==> config.mk <==
export PLATFORM = sky130hd
export DESIGN_NAME = pipe_skid_stage
export DESIGN_NICKNAME = d
export VERILOG_FILES = /design/src/rtl/pipe_skid_stage.sv
export SDC_FILE = /design/constraint.sdc
export NUM_CORES = 1
export LEC_CHECK = 0
export ABC_AREA = 1
export CAP_MARGIN = 5
export CORE_MARGIN = 2
export CORE_UTILIZATION = 35
export DETAILED_ROUTE_END_ITERATION = 7
export HOLD_SLACK_MARGIN = 0.05
export SLEW_MARGIN = 20
export SYNTH_ARGS = -nofsm -noshare
export SYNTH_HDL_FRONTEND = slang
export SYNTH_SLANG_ARGS = --single-unit
==> constraint.sdc <==
create_clock -name CLK -period 4.5 [get_ports CLK]
set_input_delay 0.9 -clock CLK [delete_from_list [all_inputs] [get_ports CLK]]
set_output_delay 0.9 -clock CLK [all_outputs]
set_load 0.005 [all_outputs]
==> src/rtl/pipe_skid_stage.sv <==
// pipe_skid_stage: one pipeline register stage with a valid/ready handshake
// and a one-entry skid buffer, so both IN_READY and OUT_VALID/OUT_DATA come
// straight from flops and the stage still sustains one payload per cycle.
//
// Optional feature macro: PIPE_PERF_CNT_EN
//   When defined, the STALL_CNT and BUBBLE_CNT ports and their saturating
//   counters are present. When undefined, both ports and all counter logic
//   are absent and the datapath behaves identically.
//
// Handshake: a transfer happens on a rising CLK edge where valid and ready
// are both 1 on the same side (push = IN_VALID & IN_READY upstream,
// pop = OUT_VALID & OUT_READY downstream). IN_VALID/IN_DATA are ignored
// while IN_READY is 0. FLUSH overrides both handshakes for that cycle: the
// offered input is dropped, while a pop in that cycle still counts downstream.
//
// The FSM state is the pair {skid_v, main_v}; the encoding is chosen so the
// valid bits are plain bits of the state register (state_q is the debug view
// of the FSM for checkers bound into this module).

module pipe_skid_stage #(
  parameter int DATA_W = 66,
  parameter int CNT_W  = 32
) (
  input  logic              CLK,
  input  logic              RST_N,
  input  logic              FLUSH,
  input  logic              IN_VALID,
  output logic              IN_READY,
  input  logic [DATA_W-1:0] IN_DATA,
  output logic              OUT_VALID,
  input  logic              OUT_READY,
  output logic [DATA_W-1:0] OUT_DATA
`ifdef PIPE_PERF_CNT_EN
  ,
  output logic [CNT_W-1:0]  STALL_CNT,
  output logic [CNT_W-1:0]  BUBBLE_CNT
`endif
);

  // {skid_v, main_v}; 2'b10 is never entered
  typedef enum logic [1:0] {
    EMPTY = 2'b00,
    FULL  = 2'b01,
    SKID  = 2'b11
  } state_t;

  state_t              state_q;
  state_t              state_d;
  logic [DATA_W-1:0]   main_q;
  logic [DATA_W-1:0]   main_d;
  logic [DATA_W-1:0]   skid_q;
  logic [DATA_W-1:0]   skid_d;
  logic                in_ready_q;

  logic                main_v;
  logic                skid_v;
  logic                push;
  logic                pop;

  assign main_v = state_q[0];
  assign skid_v = state_q[1];

  // Handshake events as seen at the coming clock edge
  assign push = IN_VALID & in_ready_q;
  assign pop  = main_v & OUT_READY;

  // Outputs are taken directly from registers, no combinational path
  assign IN_READY  = in_ready_q;
  assign OUT_VALID = main_v;
  assign OUT_DATA  = main_q;

  // Next-state and next-data: flush wins, otherwise follow the handshake events
  always_comb begin
    state_d = state_q;
    main_d  = main_q;
    skid_d  = skid_q;
    if (FLUSH) begin
      state_d = EMPTY;
      main_d  = '0;
      skid_d  = '0;
    end else begin
      case (state_q)
        EMPTY: begin
          if (push) begin
            state_d = FULL;
            main_d  = IN_DATA;
          end
        end
        FULL: begin
          case ({push, pop})
            2'b11: begin
              // Streaming: replace the departing word in place
              main_d = IN_DATA;
            end
            2'b10: begin
              // Downstream stalled: the word accepted this cycle parks in skid
              state_d = SKID;
              skid_d  = IN_DATA;
            end
            2'b01: begin
              // main_q keeps the popped word; OUT_VALID=0 marks it stale
              state_d = EMPTY;
            end
            default: begin
              state_d = FULL;
            end
          endcase
        end
        SKID: begin
          // IN_READY is 0 here, so only the older skid word can move up
          if (pop) begin
            state_d = FULL;
            main_d  = skid_q;
          end
        end
        default: begin
          // Unreachable encoding; recover to a clean empty stage
          state_d = EMPTY;
        end
      endcase
    end
  end

  // State register and ready flop; ready tracks "skid slot free next cycle"
  always_ff @(posedge CLK or negedge RST_N) begin
    if (!RST_N) begin
      state_q    <= EMPTY;
      in_ready_q <= 1'b1;
    end else begin
      state_q    <= state_d;
      in_ready_q <= ~state_d[1];
    end
  end

  // Payload registers; cleared on reset so no X ever reaches OUT_DATA
  always_ff @(posedge CLK or negedge RST_N) begin
    if (!RST_N) begin
      main_q <= '0;
      skid_q <= '0;
    end else begin
      main_q <= main_d;
      skid_q <= skid_d;
    end
  end

`ifdef PIPE_PERF_CNT_EN
  localparam logic [CNT_W-1:0] CNT_ONE = CNT_W'(1);
  localparam logic [CNT_W-1:0] CNT_MAX = '1;

  logic [CNT_W-1:0] stall_q;
  logic [CNT_W-1:0] bubble_q;

  assign STALL_CNT  = stall_q;
  assign BUBBLE_CNT = bubble_q;

  // Saturating stall/bubble counters; flush cycles are not counted, and
  // only reset clears them so redirects do not lose the statistics
  always_ff @(posedge CLK or negedge RST_N) begin
    if (!RST_N) begin
      stall_q  <= '0;
      bubble_q <= '0;
    end else if (!FLUSH) begin
      if (main_v && !OUT_READY && (stall_q != CNT_MAX)) begin
        stall_q <= stall_q + CNT_ONE;
      end
      if (!main_v && (bubble_q != CNT_MAX)) begin
        bubble_q <= bubble_q + CNT_ONE;
      end
    end
  end
`endif

endmodule
Word-level counts from Yosys, hierarchy flattened
Index checks and enable logic that the tools add are counted.
{"block": "classes", "reduce_logical": 7, "mux": 13, "bitwise_logic": 3, "eq_ne": 9}
{"operator": "two-way mux 66 bit", "count": 7}
{"operator": "one-hot mux 66 bit (3 select lines)", "count": 1}
{"operator": "one-hot mux 2 bit (3 select lines)", "count": 2}
{"operator": "inequality test 3 bit, second input constant", "count": 3}
{"operator": "equality test 2 bit, second input constant", "count": 3}
{"operator": "two-way mux 2 bit", "count": 3}
{"operator": "equality test 2 x 1 -> 1 bit, second input constant", "count": 2}
{"operator": "AND reduction 4 bit", "count": 1}
{"operator": "nonzero test 2 bit", "count": 2}
{"operator": "nonzero test 4 bit", "count": 1}
{"operator": "inequality test 3 x 2 -> 1 bit, second input constant", "count": 1}
{"operator": "AND reduction 3 bit", "count": 1}
{"operator": "bitwise AND 1 bit", "count": 2}
{"operator": "zero test 2 bit", "count": 1}
{"operator": "AND reduction 2 bit", "count": 1}
{"operator": "inverter 1 bit", "count": 1}
{"block": "totals", "wordCells": 37, "register_bits": 135, "input_bits": 71}

Longest topological paths before layout
Gate-level depths: netlist (run 1).
{"block": "depth", "ltp_word": 6, "depth_mapped": 10}

Worst setup path after synthesis (run 1)
OpenSTA, ideal clock, no wires.
{"block": "synth_path", "path_type": "input -> register", "startpoint": "input port OUT_READY", "endpoint": "register main_q[0], in the netlist OUT_DATA[0]", "path_slack_ns": 2.643, "arrival_time_ns": 1.741, "n_path_buf": 2, "cell_stages": 9, "path_cell_list": "nand2_1 nand2_1 nor2_2 nor2_2 nand2_1 buf_4 buf_2 nand2_1 nand2_1"}
{"block": "synth_between", "elab_chain_len": 4, "word_cells_on_any_way": 5, "cone_classes": "eq/ne (3); bitwise (1); reduce/logical (1)"}
{"element": "start, declared", "line_no": "31", "text": "input logic OUT_READY,"}
{"element": "bitwise AND 1 bit *", "line_no": "65", "text": "assign pop = main_v & OUT_READY;"}
{"element": "equality test 2 bit", "line_no": "90", "text": "case ({push, pop})"}
{"element": "inequality test 3 x 2 -> 1 bit (no line)"}
{"element": "AND reduction 4 bit (no line) *"}
{"element": "end signal, assigned", "line_no": "141", "text": "main_q <= main_d;"}
{"element": "end, declared", "line_no": "49", "text": "logic [DATA_W-1:0] main_q;"}
Every way passes the cells marked *; elsewhere a longest branch is shown, timed or not.
A chain may end at the register's enable or synchronous reset.

Worst setup path in the final report (run 1)
{"block": "layout_path", "startpoint": "register state_q[0]", "endpoint": "register main_q[60], in the netlist OUT_DATA[60]"}
{"block": "layout_between", "elab_chain_len": 4, "word_cells_on_any_way": 12, "cone_classes": "eq/ne (6); mux (2); bitwise (1); reduce/logical (3)"}
{"element": "start, declared", "line_no": "47", "text": "state_t state_q;"}
{"element": "start signal, assigned", "line_no": "130", "text": "state_q <= state_d;"}
{"element": "bitwise AND 1 bit", "line_no": "65"}
{"element": "equality test 2 bit", "line_no": "90"}
{"element": "inequality test 3 x 2 -> 1 bit (no line)"}
{"element": "AND reduction 4 bit (no line)"}
Several ways; a longest one is shown, not always the timed one.

==> out/results.ini, run 1 <==
[run_status]
status=complete, no violations

[min_path]
holdPathStages=2
hold_end=OUT_DATA[64]
min_from=OUT_DATA[64]
min_path_type=reg2reg

[global_routing]
grt_overflow_total=0
antenna_found_initial=1
grt_pass1_wl_mm=27.2
grt_pass1_vias=5365
grt_max_degree=109
grtUsageTotal=0.186

[layout]
nets=1001
n_antenna_cell=0
finalInstanceArea_um2=8440
area_delta_synth_final_pct=35.7
post-route-util=0.486
ff_latch_area_um2=3380
fillCellCount=1670
multi_input_area_um2=2460
layout-drive-gt1-share=0.0583
final_common_cell=nand2_1
mostFrequentLayoutCells=nand2_1, clkdlybuf4s50_1, dfrtp_1
layoutNonFillerInstCount=1168

[sta]
timing.final.crit_share=0.584
fmax_ghz=0.381
layout_min_cycle_time_ps=2630
final_hold_viol_count=0
drv_slew=0
whs_ps=469
skew_ps=7.66
tightest_slew_ps=984
fin_ws_ps=1870
setup_viol=0
rsz0062_at_grt=false
tns_ps=0
slew_headroom=0.344

[worst_setup_path]
criticalPathCategory=reg2reg
max_stage_delay_ps=590
crit_required_ps=4860
r2r_cells=7
critPathSlowestCell=nand2_4
cp_max_fo=100
cp_common_cell=nand2_1
cp_cell_sequence=nand2_4 > nor2_2 > nor2_4 > nand2_2 > buf_4 > nand2_1 > nand2_1
start_kind=flip-flop
cp-end-kind=flip-flop
rr_endpoint=OUT_DATA[60]
cp.arrival_ps=2990
rrSetupSlack_ps=1870
r2r-start=state_q[0]

[drt]
drt_iter0_drc=308
wl_mm=16.6
num_vias=5495
dr.pass1.iters=5
wl_per_cell_um=14.2
vias_per_cell=4.70
ant_nets=0
drc=0

[place]
place_area_um2=7710
place_ws_ps=1340
dpl.cell_count=1135
gp_congestion=0.741
place_hpwl_mm=9.90
io_buffers=138

[clocking]
hold_buffers=0
clk_path_buf_depth=2
cts_sinks=135
cts_buffers=17
clkSlewWorstSetupHoldPaths_ps=60
cts-root-buf=clkbuf_16
insertion_delay_ps=430
cts_tree=done
htreeDepth=4
cts-resized-gates=0
cts_setup_buffers=0

[pwr]
finalPower_mw=3.52
leakagePower_nw=4.31
powerDensity_nw_per_um2=417
peakVddDrop_uv=271

[floorplanning]
start_util=0.358
io_pins=139
row_count=48
die_h_um=137
die_w_um=137
die-area_um2=18900
coreArea_um2=17400

[synthesis]
syn_avg_cell_area_um2=7.61
yosysUniqueCellTypes=18
ys_ff_latch=135
ys_warn_count=0
seq_area_frac_synth=0.543
syn_area_um2=6220
synth_fp_nets=889
synthCells=818

[run]
cap_violations=0

metal layers:
layer  vias to the layer above  part of all wire  global-route usage
met2                       181              0.44               0.276
met5                         -           0.00078                   0
li1                       2788                 -                   -
met3                        19             0.066              0.0530
met4                         2             0.013              0.0630
met1                      2505              0.48               0.262
kinds of logic (layout without fill, tap and decap cells):
logic type | Yosys count | after routing | synth area share
flops | 135 | 135 | 0.543
simple gates | 491 | 491 | 0.312
compound gates | 99 | 99 | 0.0796
buf+inv | 93 | 218 | 0.0648
power by group:
group | switching (mW) | leakage, nW | total [mW] | internal (mW)
clock network | 0.558 | 0.334 | 1.66 | 1.10
logic | 0.248 | 2.17 | 0.502 | 0.254
registers | 0.0548 | 1.81 | 1.36 | 1.30
synthesized netlist by cell type:
cell type,n,area [um^2]
o21ai_1,3,15.0
inv_2,2,7.51
clkbuf_1,20,75.1
dfrtp_1,134,3350
buf_1,4,15.0
dfstp_2,1,26.3
nor3_1,3,15.0
nand2_1,377,1420
clkinv_1,2,7.51
buf_2,25,125
o21ai_0,60,300
nand3_1,69,345
nor2_1,38,143
nor2_2,3,18.8
a21oi_1,36,180
inv_1,34,128
buf_4,6,45.0
nand2_2,1,6.26
flip-flops by register name, indices dropped and copies added (netlist names):
register  cells
OUT_DATA     66
skid_q       66
state_q       2
IN_READY      1
critical path: cells and delay by family, from the launching register on:
family                 cells  cell delay (ps)
DFF                        1              520
buffers and inverters      1              350
and+or+nand+nor            6             1680
layout make-up:
cell class	count	area share
Clock buffer	17	0.0504
Clock inverter	15	0.0325
Inverter	38	0.0169
Multi-Input combinational cell	590	0.292
Sequential cell	135	0.400
Tap cell	225	0.0334
Timing Repair Buffer	148	0.174
how the worst max path moves through the flow:
| stage | cells after the start | start | to |
|---|---|---|---|
| finish | 7 | state_q[0] | OUT_DATA[60] |
| detailed placement | 6 | FLUSH | skid_q[61] |
| global placement | 6 | FLUSH | skid_q[49] |
| global route | 7 | state_q[0] | OUT_DATA[50] |
| floorplan | 9 | OUT_READY | OUT_DATA[0] |
| CTS | 6 | state_q[0] | OUT_DATA[8] |
Power figures use the tool's default switching activity.
==> inputs of run 2 (changes only) <==
clock period = 2.24 ns   (was 4.5 ns; I/O delays follow)
==> run 2 against run 1 <==
Effect of this change:
- critical path depth is 6 lower
- sequential cell count stayed put
- sequential share of layout area is 0.65 points lower
- power is 98% higher
- non-clock buffer count is 10 higher
- utilization is 0.80 points higher
- design area is 1.6% higher
- first-iteration DRC count is 13% higher
- register-to-register slack worse by 1400 ps
- final cell count is 0.86% higher
- count of clock-buffer cells in the layout is 8 higher
- critical endpoint is now OUT_VALID
- largest power group unchanged
- highest routed layer unchanged
==> out/results.ini, run 2 (synthesized netlist as in run 1, its figures left out) <==
[run_status]
status=complete, no violations  ; unchanged

[worst_setup_path]
r2r-start=state_q[0]  ; unchanged
critPathSlowestCell=clkdlybuf4s50_1  ; was nand2_4
start_kind=flip-flop  ; unchanged
rr_endpoint=OUT_DATA[51]  ; was OUT_DATA[60]
r2r_cells=7  ; unchanged
max_stage_delay_ps=600  ; was 590 ps
crit_start=state_q[0]  ; unchanged
cp_max_fo=9  ; was 100
cp_cell_sequence=clkdlybuf4s50_1  ; was nand2_4 > nor2_2 > nor2_4 > nand2_2 > buf_4 > nand2_1 > nand2_1
criticalPathCategory=reg2out  ; was reg2reg
cp-end-kind=output pin  ; was flip-flop
cp.arrival_ps=1570  ; was 2990 ps
crit_family=buffers and inverters  ; was simple AND/OR/NAND/NOR gates
crit_required_ps=1790  ; was 4860 ps
critPathBufInv=1  ; unchanged
rrSetupSlack_ps=460  ; was 1870 ps

[drt]
dr.pass1.iters=5  ; unchanged
drc=0  ; unchanged
routed.top_layer=met5  ; unchanged
wl_met3_mm=1.13  ; was 1.10 mm
vias_per_cell=4.72  ; was 4.70
drt_iter0_drc=347  ; was 308
wl_met1_mm=8.06  ; was 8.02 mm
ant_nets=0  ; unchanged
wl_mm=17.1  ; was 16.6 mm
wl_per_cell_um=14.5  ; was 14.2 um
wl_met2_mm=7.67  ; was 7.24 mm
num_vias=5566  ; was 5,495

[floorplanning]
start_util=0.358  ; unchanged
die_w_um=137  ; unchanged
die-area_um2=18900  ; unchanged
io_pins=139  ; unchanged
row_count=48  ; unchanged
coreArea_um2=17400  ; unchanged
die_h_um=137  ; unchanged

[global_routing]
grt_pass1_vias=5400  ; was 5,365
grt_pass1_wl_mm=27.7  ; was 27.2 mm
grt_max_degree=57  ; was 109
antenna_found_initial=1  ; unchanged
grt_overflow_total=0  ; unchanged
grtUsageTotal=0.190  ; was 0.186

[sta]
setup_viol=0  ; unchanged
timing.final.crit_share=0.899
fmax_ghz=0.497
rsz0062_at_grt=false  ; unchanged
layout_min_cycle_time_ps=2010
tightest_slew_ps=491  ; was 984 ps
drv_slew=0  ; unchanged
slew_headroom=0.673  ; was 0.344
final_hold_viol_count=0  ; unchanged
tns_ps=0  ; unchanged
skew_ps=5.15  ; was 7.66 ps

[layout]
mostFrequentLayoutCells=nand2_1, clkdlybuf4s50_1, dfrtp_1  ; unchanged
nets=1011  ; was 1,001
layout-drive-gt1-share=0.0619  ; was 0.0583
final_common_cell=nand2_1  ; unchanged
fillCellCount=1704  ; was 1,670
area_delta_synth_final_pct=37.9  ; was 35.7%
n_antenna_cell=0  ; unchanged
layoutNonFillerInstCount=1178  ; was 1,168

[min_path]
min_path_type=in2reg  ; was reg2reg
min_from=FLUSH  ; was OUT_DATA[64]
hold_end=state_q[0]  ; was OUT_DATA[64]
holdPathStages=4  ; was 2

[clocking]
clk_path_buf_depth=2  ; unchanged
cts_tree=done  ; unchanged
cts-resized-gates=0  ; unchanged
cts-root-buf=clkbuf_16  ; unchanged
cts_setup_buffers=0  ; unchanged
insertion_delay_ps=420  ; was 430 ps
hold_buffers=1  ; was 0
cts_buffers=17  ; unchanged
cts_sinks=135  ; unchanged
clkSlewWorstSetupHoldPaths_ps=60  ; about the same
htreeDepth=4  ; unchanged

[pwr]
p_int_mw=5.29  ; was 2.66 mW
sw_frac_of_total=0.239  ; was 0.245
p_seq_frac=0.395  ; was 0.386
power_switching_mw=1.66  ; was 0.860 mW
leakagePower_nw=4.38  ; was 4.31 nW
comb_power_share=0.151  ; was 0.143
clockPowerShare=0.454  ; was 0.471
powerDensity_nw_per_um2=810  ; was 417 nW/um^2
finalPower_mw=6.95  ; was 3.52 mW
peakVddDrop_uv=539  ; was 271 uV

[place]
dpl.cell_count=1145  ; was 1,135
io_buffers=138  ; unchanged
place_hpwl_mm=10.9  ; was 9.90 mm
gp_congestion=0.773  ; was 0.741

[run]
cap_violations=0  ; unchanged

[run 2: changes by cell type in the layout (fill, tap and decap cells not counted), sizes merged]
cell	before	now
clkbuf	17	25
buf	12	21
clkinvlp	2	1
inv	39	36
bufinv	7	5
clkinv	5	3
dlygate4sd3	0	1
[run 2: power by group through the flow]
| stage | Sequential, mW | Clock [mW] | Combinational, mW |
|---|---|---|---|
| after CTS | 2.74 | 3.21 | 1.07 |
| after global placement | 2.78 | 0 | 1.05 |
| after detailed placement | 2.78 | 0 | 1.06 |
| after global routing | 2.76 | 3.32 | 1.17 |
| final | 2.74 | 3.15 | 1.05 |
| after floorplan | 2.76 | 0 | 0.410 |
[run 2: worst max path at each step]
stage	slack, ps	endpoint	cells past startpoint
2_1_floorplan	760	OUT_DATA[0]	9
3_3_place_gp	280	OUT_DATA[12]	8
3_5_place_dp	270	OUT_DATA[1]	9
4_1_cts	210	OUT_VALID	1
5_1_grt	160	OUT_VALID	1
6_report	230	OUT_VALID	1
[run 2: cell type report]
type | instances | area (um^2) | share of cell area
well taps | 225 | 282 | 0.0328
clock buffers | 25 | 505 | 0.0589
repair buffers | 158 | 1640 | 0.192
clock inverters | 7 | 163 | 0.0190
inverters | 38 | 143 | 0.0166
flip-flops and latches | 135 | 3380 | 0.394
multi-input cells | 590 | 2460 | 0.287
[run 2: layer usage]
metal  GRT usage  vias up
met3      0.0493       22
met5           0        -
li1            -     2807
met4      0.0578        2
met2       0.301      183
met1       0.256     2552
[run 2: metrics by stage]
| step | hold slack, ps | util | area, um^2 | setup WS, ps |
|---|---|---|---|---|
| floorplan | 152 | - | 6220 | 764 |
| finish | 396 | 0.494 | 8580 | 226 |
| detailed placement | 434 | 0.455 | 7900 | 266 |
| global route | 437 | 0.494 | 8580 | 155 |
| CTS | 384 | 0.494 | 8580 | 213 |
| global placement | 430 | 0.455 | 7900 | 281 |
==> inputs of run 3 (changes only) <==
ABC_AREA = not set   (was 1)
==> run 3 against run 2 <==
Effect of this change:
- sequential share of layout area decreased by 0.97 points
- sequential cell count is the same
- critical endpoint unchanged
- critical path type unchanged
- combinational power is 6% lower
- power shrank 7.8%
- global-route usage down 1.1 points
==> out/results.ini, run 3 <==
[run_status]
status=complete, no violations  ; unchanged

[floorplanning]
die_h_um=142  ; was 137 um
coreArea_um2=18700  ; was 17,400 um^2
die_w_um=142  ; was 137 um
die-area_um2=20200  ; was 18,900 um^2
start_util=0.356  ; was 0.358
row_count=50  ; was 48
io_pins=139  ; unchanged

[global_routing]
grt_pass1_vias=5233  ; was 5,400
antenna_found_initial=0  ; was 1
grtUsageTotal=0.179  ; was 0.190
grt_max_degree=134  ; was 57
grt_overflow_total=0  ; unchanged
grt_pass1_wl_mm=28.4  ; was 27.7 mm

[sta]
setup_viol=0  ; unchanged
tns_ps=0  ; unchanged
fmax_ghz=0.468  ; was 0.497 GHz
tightest_slew_ps=580  ; was 491 ps
slew_headroom=0.613  ; was 0.673
whs_ps=505  ; was 396 ps
skew_ps=8.92  ; was 5.15 ps
timing.final.crit_share=0.954  ; was 0.899
final_hold_viol_count=0  ; unchanged
drv_slew=0  ; unchanged
layout_min_cycle_time_ps=2140  ; was 2010 ps
rsz0062_at_grt=false  ; unchanged

[layout]
mostFrequentLayoutCells=clkdlybuf4s50_1, dfrtp_1, a21oi_1  ; was nand2_1, clkdlybuf4s50_1, dfrtp_1
final_common_cell=clkdlybuf4s50_1  ; was nand2_1
layout-drive-gt1-share=0.281  ; was 0.0619
nets=724  ; was 1,011
area_delta_synth_final_pct=32.2  ; was 37.9%
n_antenna_cell=0  ; unchanged

[clocking]
clk_path_buf_depth=2  ; unchanged
insertion_delay_ps=420  ; about the same
cts_sinks=135  ; unchanged
cts_tree=done  ; unchanged
cts_buffers=17  ; unchanged
htreeDepth=4  ; unchanged
cts-root-buf=clkbuf_16  ; unchanged
clkSlewWorstSetupHoldPaths_ps=60  ; about the same

[drt]
dr.pass1.iters=4  ; was 5
num_vias=4911  ; was 5,566
vias_per_cell=5.46  ; was 4.72
wl_per_cell_um=19.1  ; was 14.5 um
drt_iter0_drc=311  ; was 347
ant_nets=0  ; unchanged
wl_mm=17.2  ; was 17.1 mm
drc=0  ; unchanged

[worst_setup_path]
cp.arrival_ps=1690  ; was 1570 ps
r2r-start=state_q[0]  ; unchanged
cp_max_fo=43  ; was 9
max_stage_delay_ps=540  ; was 600 ps
start_kind=flip-flop  ; unchanged
crit_required_ps=1790  ; about the same
cp-end-kind=output pin  ; unchanged
crit_start=state_q[0]  ; unchanged
critPathSlowestCell=clkdlybuf4s50_1  ; unchanged
cp_cell_sequence=buf_16 > clkdlybuf4s50_1  ; was clkdlybuf4s50_1
criticalPathCategory=reg2out  ; unchanged

[place]
gp_congestion=0.763  ; was 0.773
place_hpwl_mm=10.1  ; was 10.9 mm
io_buffers=138  ; unchanged

[pwr]
finalPower_mw=6.41  ; was 6.95 mW
peakVddDrop_uv=487  ; was 539 uV
powerDensity_nw_per_um2=727  ; was 810 nW/um^2
leakagePower_nw=3.88  ; was 4.38 nW

[synthesis]
synth_ff_type=dfrtp_1  ; unchanged
ys_top_cells_by_count=dfrtp_1, a21oi_1, a21bo_2, a22o_1, nand3_1  ; was nand2_1, dfrtp_1, nand3_1, o21ai_0, nor2_1
synthCells=537  ; was 818
ys_async_sr_fraction=1.00  ; unchanged
synth.most_common_cell=dfrtp_1  ; was nand2_1
synth_top_area_cell=dfrtp_1  ; unchanged
syn_avg_cell_area_um2=12.4  ; was 7.61 um^2
seq_area_frac_synth=0.507  ; was 0.543
ys_ff_latch=135  ; unchanged
synth_edf_count=0  ; unchanged
synth_fp_nets=608  ; was 889
synth_area_leaders=dfrtp_1, a21bo_2, mux2_4  ; was dfrtp_1, nand2_1, nand3_1
yosysUniqueCellTypes=23  ; was 18
syn_area_um2=6670  ; was 6220 um^2
ys_warn_count=0  ; unchanged
synth_top_area_frac=0.503  ; was 0.539

[run]
cap_violations=0  ; unchanged

[min_path]
min_from=OUT_DATA[41]  ; was FLUSH
min_path_type=reg2reg  ; was in2reg

[run 3: path summary, 6_finish.rpt]
kind | end | slack [ps] | cells after the start
max | OUT_VALID | 100 | 2
min | OUT_DATA[41] | 500 | 1
max reg2reg | OUT_DATA[22] | 440 | 4
min reg2reg | OUT_DATA[41] | 500 | 1
max in group asynchronous | OUT_DATA[50] | 1050 | 3
min in group asynchronous | OUT_DATA[60] | 510 | 2
[run 3: area by class of cell]
class,count,area (um^2)
Sequential cell,135,3390
Clock inverter,9,100
Timing Repair Buffer,156,1650
Clock buffer,23,478
Inverter,2,7.51
Multi-Input combinational cell,341,2900
Tap cell,234,293
Fill cell,1633,9890
[run 3: metrics by stage]
stage / instance area [um^2] / setup slack (ps) / util / cells
5_1_grt: 8810 / 21.9 / 0.471 / 900
6_report: 8810 / 103 / 0.471 / 900
2_1_floorplan: 6670 / 590 / - / 537
3_3_place_gp: 8190 / 133 / 0.438 / 866
4_1_cts: 8810 / 63.6 / 0.471 / 900
3_5_place_dp: 8190 / 113 / 0.438 / 866
[run 3: cells by family (layout without fill, tap and decap cells)]
group | Yosys count | in the layout | synth area share
simple gates | 71 | 71 | 0.0569
mux | 66 | 66 | 0.134
flops | 135 | 135 | 0.507
compound gates | 204 | 204 | 0.243
buf+inv | 61 | 190 | 0.0587
[run 3: report_power, final]
part / total, mW / internal, mW / switching, mW
registers: 2.67 / 2.58 / 0.0899
clock network: 2.75 / 1.72 / 1.04
logic: 0.987 / 0.589 / 0.398
[run 3: what timing repair did]
item / 4_1_cts / 5_1_grt
endpoints found under the setup margin: 1 / 0
setup buffers: 0 / 0
hold endpoints to repair: 39 / 0
resized for setup: 1 / 0
hold buffers: 1 / 0
[run 3: critical path: cells and delay by family, from the launching register on]
family                 cells  cell delay [ps]
buffers and inverters      2              760
flip-flops                 1              480
[run 3: metal layers]
layer  up-vias  part of all wire  track usage
met1      2526              0.47        0.247
met3        25             0.053       0.0464
li1       2219                 -            -
met5         -                 0            0
met4         0             0.015       0.0558
met2       141              0.46        0.275
